$ cat config.mk
export PLATFORM = sky130hd
export DESIGN_NAME = denise_clut_wrctl_flat
export DESIGN_NICKNAME = d
export VERILOG_FILES = /design/src/rtl/denise_clut_pkg.sv /design/src/rtl/denise_clut_wrctl_if.sv /design/src/rtl/denise_clut_wrfifo.sv /design/src/rtl/denise_clut_wrctl.sv /design/src/flat_wrapper.sv
export SDC_FILE = /design/constraint.sdc
export NUM_CORES = 1
export LEC_CHECK = 0
export BUFFER_PORTS_ARGS = -buffer_cell sky130_fd_sc_hd__buf_4
export CAP_MARGIN = 10
export CORE_MARGIN = 3
export CORE_UTILIZATION = 45
export DETAILED_ROUTE_END_ITERATION = 8
export PLACE_DENSITY = 0.63
export SLEW_MARGIN = 10
export SYNTH_ARGS = -nofsm -noshare
export SYNTH_HDL_FRONTEND = slang
export SYNTH_SLANG_ARGS = --single-unit
$ cat constraint.sdc
create_clock -name clk -period 7 [get_ports clk]
set_input_delay 0.7 -clock clk [delete_from_list [all_inputs] [get_ports clk]]
set_output_delay 0.7 -clock clk [all_outputs]
set_load 0.03 [all_outputs]
$ cat src/rtl/denise_clut_pkg.sv
// Shared types and constants for the AGA colour lookup table write path.
package denise_clut_pkg;

    localparam logic [8:0] COLORBASE = 9'h180;
    localparam int         CLUT_AW   = 8;

    localparam logic [3:0] BS_ALL = 4'b1111;
    localparam logic [3:0] BS_LO  = 4'b0011;

    typedef struct packed {
        logic [CLUT_AW-1:0] adr;
        logic [11:0]        dat;
        logic               lo;
    } clut_entry_t;

    typedef enum logic {
        ST_IDLE = 1'b0,
        ST_INIT = 1'b1
    } clr_state_t;

    // The 12-bit colour is replicated into both nibble halves of the RAM word.
    function automatic logic [31:0] pack_word(input logic [11:0] dat);
        return {4'b0000, dat, 4'b0000, dat};
    endfunction

endpackage

$ cat src/rtl/denise_clut_wrctl_if.sv
// Register-bus capture inputs and CLUT RAM write port of the write controller.
interface denise_clut_wrctl_if;
    import denise_clut_pkg::*;

    logic               clk7_en;
    logic [8:1]         reg_address_in;
    logic [11:0]        data_in;
    logic [2:0]         bank;
    logic               loct;

    logic [CLUT_AW-1:0] wr_adr;
    logic               wr_en;
    logic [31:0]        wr_dat;
    logic [3:0]         wr_bs;

    modport master (
        output clk7_en, reg_address_in, data_in, bank, loct,
        input  wr_adr, wr_en, wr_dat, wr_bs
    );

    modport slave (
        input  clk7_en, reg_address_in, data_in, bank, loct,
        output wr_adr, wr_en, wr_dat, wr_bs
    );

endinterface

$ cat src/rtl/denise_clut_wrfifo.sv
// Small synchronous FIFO buffering captured COLORxx writes until the RAM port is free.
module denise_clut_wrfifo
    import denise_clut_pkg::*;
#(
    parameter int DEPTH = 4
) (
    input  logic        clk,
    input  logic        reset_n,
    input  logic        push,
    input  clut_entry_t push_data,
    input  logic        pop,
    output clut_entry_t head,
    output logic        full,
    output logic        empty
);

    localparam int PW = (DEPTH > 1) ? $clog2(DEPTH) : 1;
    localparam logic [PW:0] FULL_CNT = (PW+1)'(DEPTH);

    clut_entry_t   mem [DEPTH];
    logic [PW-1:0] wr_ptr;
    logic [PW-1:0] rd_ptr;
    logic [PW:0]   count;

    assign full  = (count == FULL_CNT);
    assign empty = (count == '0);
    assign head  = mem[rd_ptr];

    always_ff @(posedge clk) begin
        if (push) begin
            mem[wr_ptr] <= push_data;
        end
    end

    always_ff @(posedge clk or negedge reset_n) begin
        if (!reset_n) begin
            wr_ptr <= '0;
            rd_ptr <= '0;
            count  <= '0;
        end else begin
            if (push) begin
                wr_ptr <= wr_ptr + PW'(1);
            end
            if (pop) begin
                rd_ptr <= rd_ptr + PW'(1);
            end
            unique case ({push, pop})
                2'b10:   count <= count + (PW+1)'(1);
                2'b01:   count <= count - (PW+1)'(1);
                default: count <= count;
            endcase
        end
    end

endmodule

$ cat src/rtl/denise_clut_wrctl.sv
// CLUT RAM write-port controller: buffers COLORxx bus writes and interleaves them
// with a palette-clear sweep, one RAM write per clk at most.
//
//   state   | meaning
//   --------+--------------------------------------------------------------
//   ST_IDLE | palette clear finished; only buffered bus writes reach the RAM
//   ST_INIT | sweeping cnt 0..255 writing zero; yields to pending bus writes
module denise_clut_wrctl #(
    parameter int         DEPTH     = 4,
    parameter logic [8:0] COLORBASE = denise_clut_pkg::COLORBASE
) (
    input  logic                      clk,
    input  logic                      reset_n,
    denise_clut_wrctl_if.slave        bus,
    input  logic                      init_req,
    output logic                      init_busy,
    output logic                      ovf
);
    import denise_clut_pkg::*;

    clr_state_t         state;
    clr_state_t         state_nxt;
    logic [CLUT_AW-1:0] cnt;
    logic [CLUT_AW-1:0] cnt_nxt;
    logic               clr_issue;

    logic               cap_hit;
    logic               fifo_push;
    logic               fifo_pop;
    logic               fifo_full;
    logic               fifo_empty;
    clut_entry_t        cap_entry;
    clut_entry_t        fifo_head;

    logic               wr_en_q;
    logic [CLUT_AW-1:0] wr_adr_q;
    logic [31:0]        wr_dat_q;
    logic [3:0]         wr_bs_q;

    assign cap_hit   = bus.clk7_en && (bus.reg_address_in[8:6] == COLORBASE[8:6]);
    // A full FIFO never accepts, even when the head leaves on the same edge.
    assign fifo_push = cap_hit && !fifo_full;
    assign fifo_pop  = !fifo_empty;
    assign cap_entry = '{adr: {bus.bank, bus.reg_address_in[5:1]},
                         dat: bus.data_in,
                         lo:  bus.loct};

    denise_clut_wrfifo #(
        .DEPTH(DEPTH)
    ) u_wrfifo (
        .clk       (clk),
        .reset_n   (reset_n),
        .push      (fifo_push),
        .push_data (cap_entry),
        .pop       (fifo_pop),
        .head      (fifo_head),
        .full      (fifo_full),
        .empty     (fifo_empty)
    );

    always_ff @(posedge clk or negedge reset_n) begin
        if (!reset_n) begin
            state <= ST_INIT;
            cnt   <= '0;
        end else begin
            state <= state_nxt;
            cnt   <= cnt_nxt;
        end
    end

    always_comb begin
        state_nxt = state;
        cnt_nxt   = cnt;
        clr_issue = 1'b0;
        if (state == ST_INIT && !fifo_pop) begin
            clr_issue = 1'b1;
            cnt_nxt   = cnt + CLUT_AW'(1);
            if (cnt == '1) begin
                state_nxt = ST_IDLE;
            end
        end
        if (init_req) begin
            state_nxt = ST_INIT;
            cnt_nxt   = '0;
        end
    end

    always_ff @(posedge clk or negedge reset_n) begin
        if (!reset_n) begin
            wr_en_q  <= 1'b0;
            wr_adr_q <= '0;
            wr_dat_q <= '0;
            wr_bs_q  <= '0;
        end else if (fifo_pop) begin
            wr_en_q  <= 1'b1;
            wr_adr_q <= fifo_head.adr;
            wr_dat_q <= pack_word(fifo_head.dat);
            wr_bs_q  <= fifo_head.lo ? BS_LO : BS_ALL;
        end else if (clr_issue) begin
            wr_en_q  <= 1'b1;
            wr_adr_q <= cnt;
            wr_dat_q <= '0;
            wr_bs_q  <= BS_ALL;
        end else begin
            wr_en_q  <= 1'b0;
        end
    end

    // busy lags the state by one edge so it stays high while the last clear write is on the port
    always_ff @(posedge clk or negedge reset_n) begin
        if (!reset_n) begin
            init_busy <= 1'b1;
            ovf       <= 1'b0;
        end else begin
            init_busy <= (state == ST_INIT);
            if (cap_hit && fifo_full) begin
                ovf <= 1'b1;
            end else if (init_req) begin
                ovf <= 1'b0;
            end
        end
    end

    assign bus.wr_en  = wr_en_q;
    assign bus.wr_adr = wr_adr_q;
    assign bus.wr_dat = wr_dat_q;
    assign bus.wr_bs  = wr_bs_q;

endmodule

$ cat src/flat_wrapper.sv
// flat-port wrapper written by rule: the top's interface ports become plain ports
module denise_clut_wrctl_flat import denise_clut_pkg::*;
#(
    parameter int         DEPTH     = 4,
    parameter logic [8:0] COLORBASE = denise_clut_pkg::COLORBASE
)
  (clk, reset_n, init_req, init_busy, ovf, bus_clk7_en, bus_reg_address_in, bus_data_in, bus_bank, bus_loct, bus_wr_adr, bus_wr_en, bus_wr_dat, bus_wr_bs);
  denise_clut_wrctl_if bus_i ();
  input  logic clk;
  input  logic reset_n;
  input  logic init_req;
  output logic init_busy;
  output logic ovf;
  input wire logic [$bits(bus_i.clk7_en)-1:0] bus_clk7_en;
  input wire logic [$bits(bus_i.reg_address_in)-1:0] bus_reg_address_in;
  input wire logic [$bits(bus_i.data_in)-1:0] bus_data_in;
  input wire logic [$bits(bus_i.bank)-1:0] bus_bank;
  input wire logic [$bits(bus_i.loct)-1:0] bus_loct;
  output wire logic [$bits(bus_i.wr_adr)-1:0] bus_wr_adr;
  output wire logic [$bits(bus_i.wr_en)-1:0] bus_wr_en;
  output wire logic [$bits(bus_i.wr_dat)-1:0] bus_wr_dat;
  output wire logic [$bits(bus_i.wr_bs)-1:0] bus_wr_bs;
  assign bus_i.clk7_en = bus_clk7_en;
  assign bus_i.reg_address_in = bus_reg_address_in;
  assign bus_i.data_in = bus_data_in;
  assign bus_i.bank = bus_bank;
  assign bus_i.loct = bus_loct;
  assign bus_wr_adr = bus_i.wr_adr;
  assign bus_wr_en = bus_i.wr_en;
  assign bus_wr_dat = bus_i.wr_dat;
  assign bus_wr_bs = bus_i.wr_bs;
  denise_clut_wrctl #(.DEPTH(DEPTH), .COLORBASE(COLORBASE)) u_core (.clk(clk), .reset_n(reset_n), .bus(bus_i), .init_req(init_req), .init_busy(init_busy), .ovf(ovf));
endmodule
==> metrics.yaml <==
clock_tree:
  clock_path_buffers: 2
  clkTransAtPathRegs_ns: 0.06
  cts_hold_buf: 0
  clockRootBuffer: "clkbuf_16"
  cts_buffers: 17
  clock_latency_ns: 0.41
  htreeDepth: 4
  cts.sinks: 125
  post-cts-setup-buffer-count: 0
  cts_tree: "done"
  postCtsResizedCells: 0
job:
  cap_violations: 0
sta:
  relSlewSlack: 0.2512
  rsz0062_at_grt: "false"
  fin_tns_setup_ns: 0
  worst_pin_slew_ns: 1.123
  fmax_ghz: 0.4059
  period_needed_ns: 2.464
  hold_violations: 0
  finClkSkew_ns: 0.009125
  finalSetupViolations: 0
  post-route-period-util: 0.3519
  drv_slew: 0
cells_and_area:
  fin_nets: 415
  finalNonFillerCells: 534
  finish.utilization: 0.5641
  area_growth_pct: 20.99
  fillers: 873
  final_layout_size_suffix_gt1_frac: 0.3173
  insertedDiodeCount: 0
critical_path:
  path_cells: "nor2_1, a21oi_1, and2_1"
  crit_arrival_ns: 2.48
  reg2reg_depth: 3
  path_class: "reg -> reg"
  cpPeakStageDelay_ns: 0.94
  cpLargestDelayFamily: "simple AND/OR/NAND/NOR gates"
  path_buf_inv: 0
  worstPathRequired_ns: 7.02
  worst-path-stages: 3
  start_kind: "register"
  endpoint_kind: "register"
  cp_max_fo: 21
  critPathSlowestCell: "and2_1"
synth:
  yosysTopAreaCellShare: 0.4925
  synth_edf_count: 84
  synthesis.area_um2: 5121
  syn_area_per_cell_um2: 15.71
  yosysTopAreaCell: "edfxtp_1"
  ys_seq_area_frac: 0.6934
  ys_ff_latch: 125
  ys_top_cells_by_area: "edfxtp_1 (49%), dfrtp_1 (19%), mux4_2 (9.2%)"
  synth_cells: 326
  ys_warn_count: 0
  synth.most_common_cell: "edfxtp_1"
  synth_commonest_cells: "edfxtp_1 (84), dfrtp_1 (39), nand2_1 (37), buf_4 (22), mux4_2 (21)"
  ys_types: 43
  ys_dominant_reg_cell: "edfxtp_1"
  async_reset_ff_frac: 0.3280
placement:
  gp_congestion: 0.7478
  numPortBuffers: 66
  place_hpwl_um: 5818
  placed_cells: 502
route:
  ant_nets: 0
  first_iter_violations: 145
  routed_via_density: 5.193
  vias: 2773
  wl_per_cell_um: 17.58
  drt-pass1-iter-count: 4
  route.detailed.drc: 0
  wl_um: 9388
global_route:
  grt_overflow: 0
  grt_pass1_wl_um: 15370
  grt_pass1_vias: 2772
  grt_max_degree: 42
  antenna_found_initial: 0
  grt_usage: 0.1608
power_and_ir_drop:
  clockPowerShare: 0.320
  p_leak_nw: 2.420
  p_total_w: 0.002673
  combPwrFrac: 0.301
  p_switching_w: 0.0009039
  power_frac_seq: 0.379
  power.share.switching: 0.3382
  ir_worst_vdd_mv: 0.2702
  power.internal_w: 0.001769
  p_per_area_nw_per_um2: 431.3
floorplanning:
  rows: 38
  initial_core_util: 0.4663
  pin_count: 75
  dieArea_um2: 12700
  core-area_um2: 10980
  die_w_um: 112.7
  fp.dieH_um: 112.7
outcome:
  outcome: "finished, final reports clean"
hold_path:
  hp-class: "in -> async"
registers in the layout, indices dropped and copies added, names as in the netlist, 2 cells and up:
| signal | flops |
|---|---|
| u_core.u_wrfifo.mem | 84 |
| u_core.u_wrfifo.rd_ptr | 2 |
| u_core.u_wrfifo.wr_ptr | 2 |
| u_core.bus.wr_dat | 12 |
| u_core.bus.wr_adr | 8 |
| u_core.u_wrfifo.count | 3 |
| u_core.cnt | 8 |
| u_core.bus.wr_bs | 2 |
cell type report:
class / instances / area, µm² / area share
tap: 140 / 175.2 / 0.02827
clock inverter: 9 / 70.07 / 0.01131
clock buffer: 23 / 531.8 / 0.08582
multi-input combinational: 164 / 1335 / 0.2155
inverter: 4 / 15.01 / 0.002423
sequential: 125 / 3551 / 0.5731
timing repair buffer: 69 / 518.0 / 0.08360
metrics by stage:
stage                     hold WS (ns)  setup WS, ns  area, µm²
after floorplan                 0.3519         4.749       5147
after global placement          0.4821         4.196       5594
after detailed placement        0.4986         4.168       5594
after CTS                       0.2979         4.517       6196
after global routing            0.3190         4.396       6196
final                           0.2845         4.536       6196
kinds of logic after synthesis:
family / count (synthesis) / share of synthesized area
AOI/OAI and AO/OA: 31 / 0.03518
xor gates and xnor gates: 4 / 0.006842
adders and majority gates: 6 / 0.01613
buffers and inverters: 44 / 0.05106
DFF: 125 / 0.6934
muxes: 29 / 0.1082
other: 1 / 0.0007323
and+or+nand+nor: 86 / 0.08844
path summary, 6_finish.rpt:
path | to | start | slack, ns
max | u_core.u_wrfifo.mem[3][12] | u_core.u_wrfifo.count[1] | 4.54
min | u_core.bus.wr_dat[17] | reset_n | 0.28
max reg2reg | u_core.u_wrfifo.mem[3][12] | u_core.u_wrfifo.count[1] | 4.54
min reg2reg | u_core.bus.wr_bs[1] | u_core.bus.wr_bs[1] | 0.51
max in group asynchronous | u_core.bus.wr_dat[18] | reset_n | 6.34
min in group clk | u_core.u_wrfifo.mem[1][2] | bus_data_in[1] | 0.50
power groups by stage:
stage	registers (W)	clock network, W	logic, W
floorplan	0.00109	0	0.000525
global placement	0.00103	0	0.000808
detailed placement	0.00103	0	0.000819
CTS	0.00102	0.000875	0.000820
global route	0.00103	0.000905	0.000875
finish	0.00101	0.000855	0.000804
worst reg2reg max path, cell delays in order, from the launching register on:
cell and delay [ns]:
dfrtp_1 0.52, nor2_1 0.18, a21oi_1 0.42, and2_1 0.94
layout by cell type (no fill, tap or decap), types with 3 or more instances in the layout:
cell / n
edfxtp_1: 84
buf_4: 69
dfrtp_1: 39
nand2_1: 37
mux4_2: 21
clkbuf_16: 20
nand3b_1: 12
a21oi_1: 10
nor2_1: 8
conb_1: 8
mux2i_1: 7
o21ai_1: 7
or3_1: 5
o21ai_0: 5
ha_1: 5
inv_1: 4
and2_1: 4
or4_1: 4
nand3_1: 4
xnor2_1: 3
nand4_1: 3
o31ai_1: 3
inv_6: 3
metal layers:
| metal | part of all wire | GRT usage |
|---|---|---|
| met1 | 0.42 | 0.2084 |
| met2 | 0.53 | 0.2611 |
| met3 | 0.039 | 0.03720 |
| met4 | 0.014 | 0.06971 |
| met5 | 0 | 0 |
No activity file was read; power rests on OpenSTA's default activity.
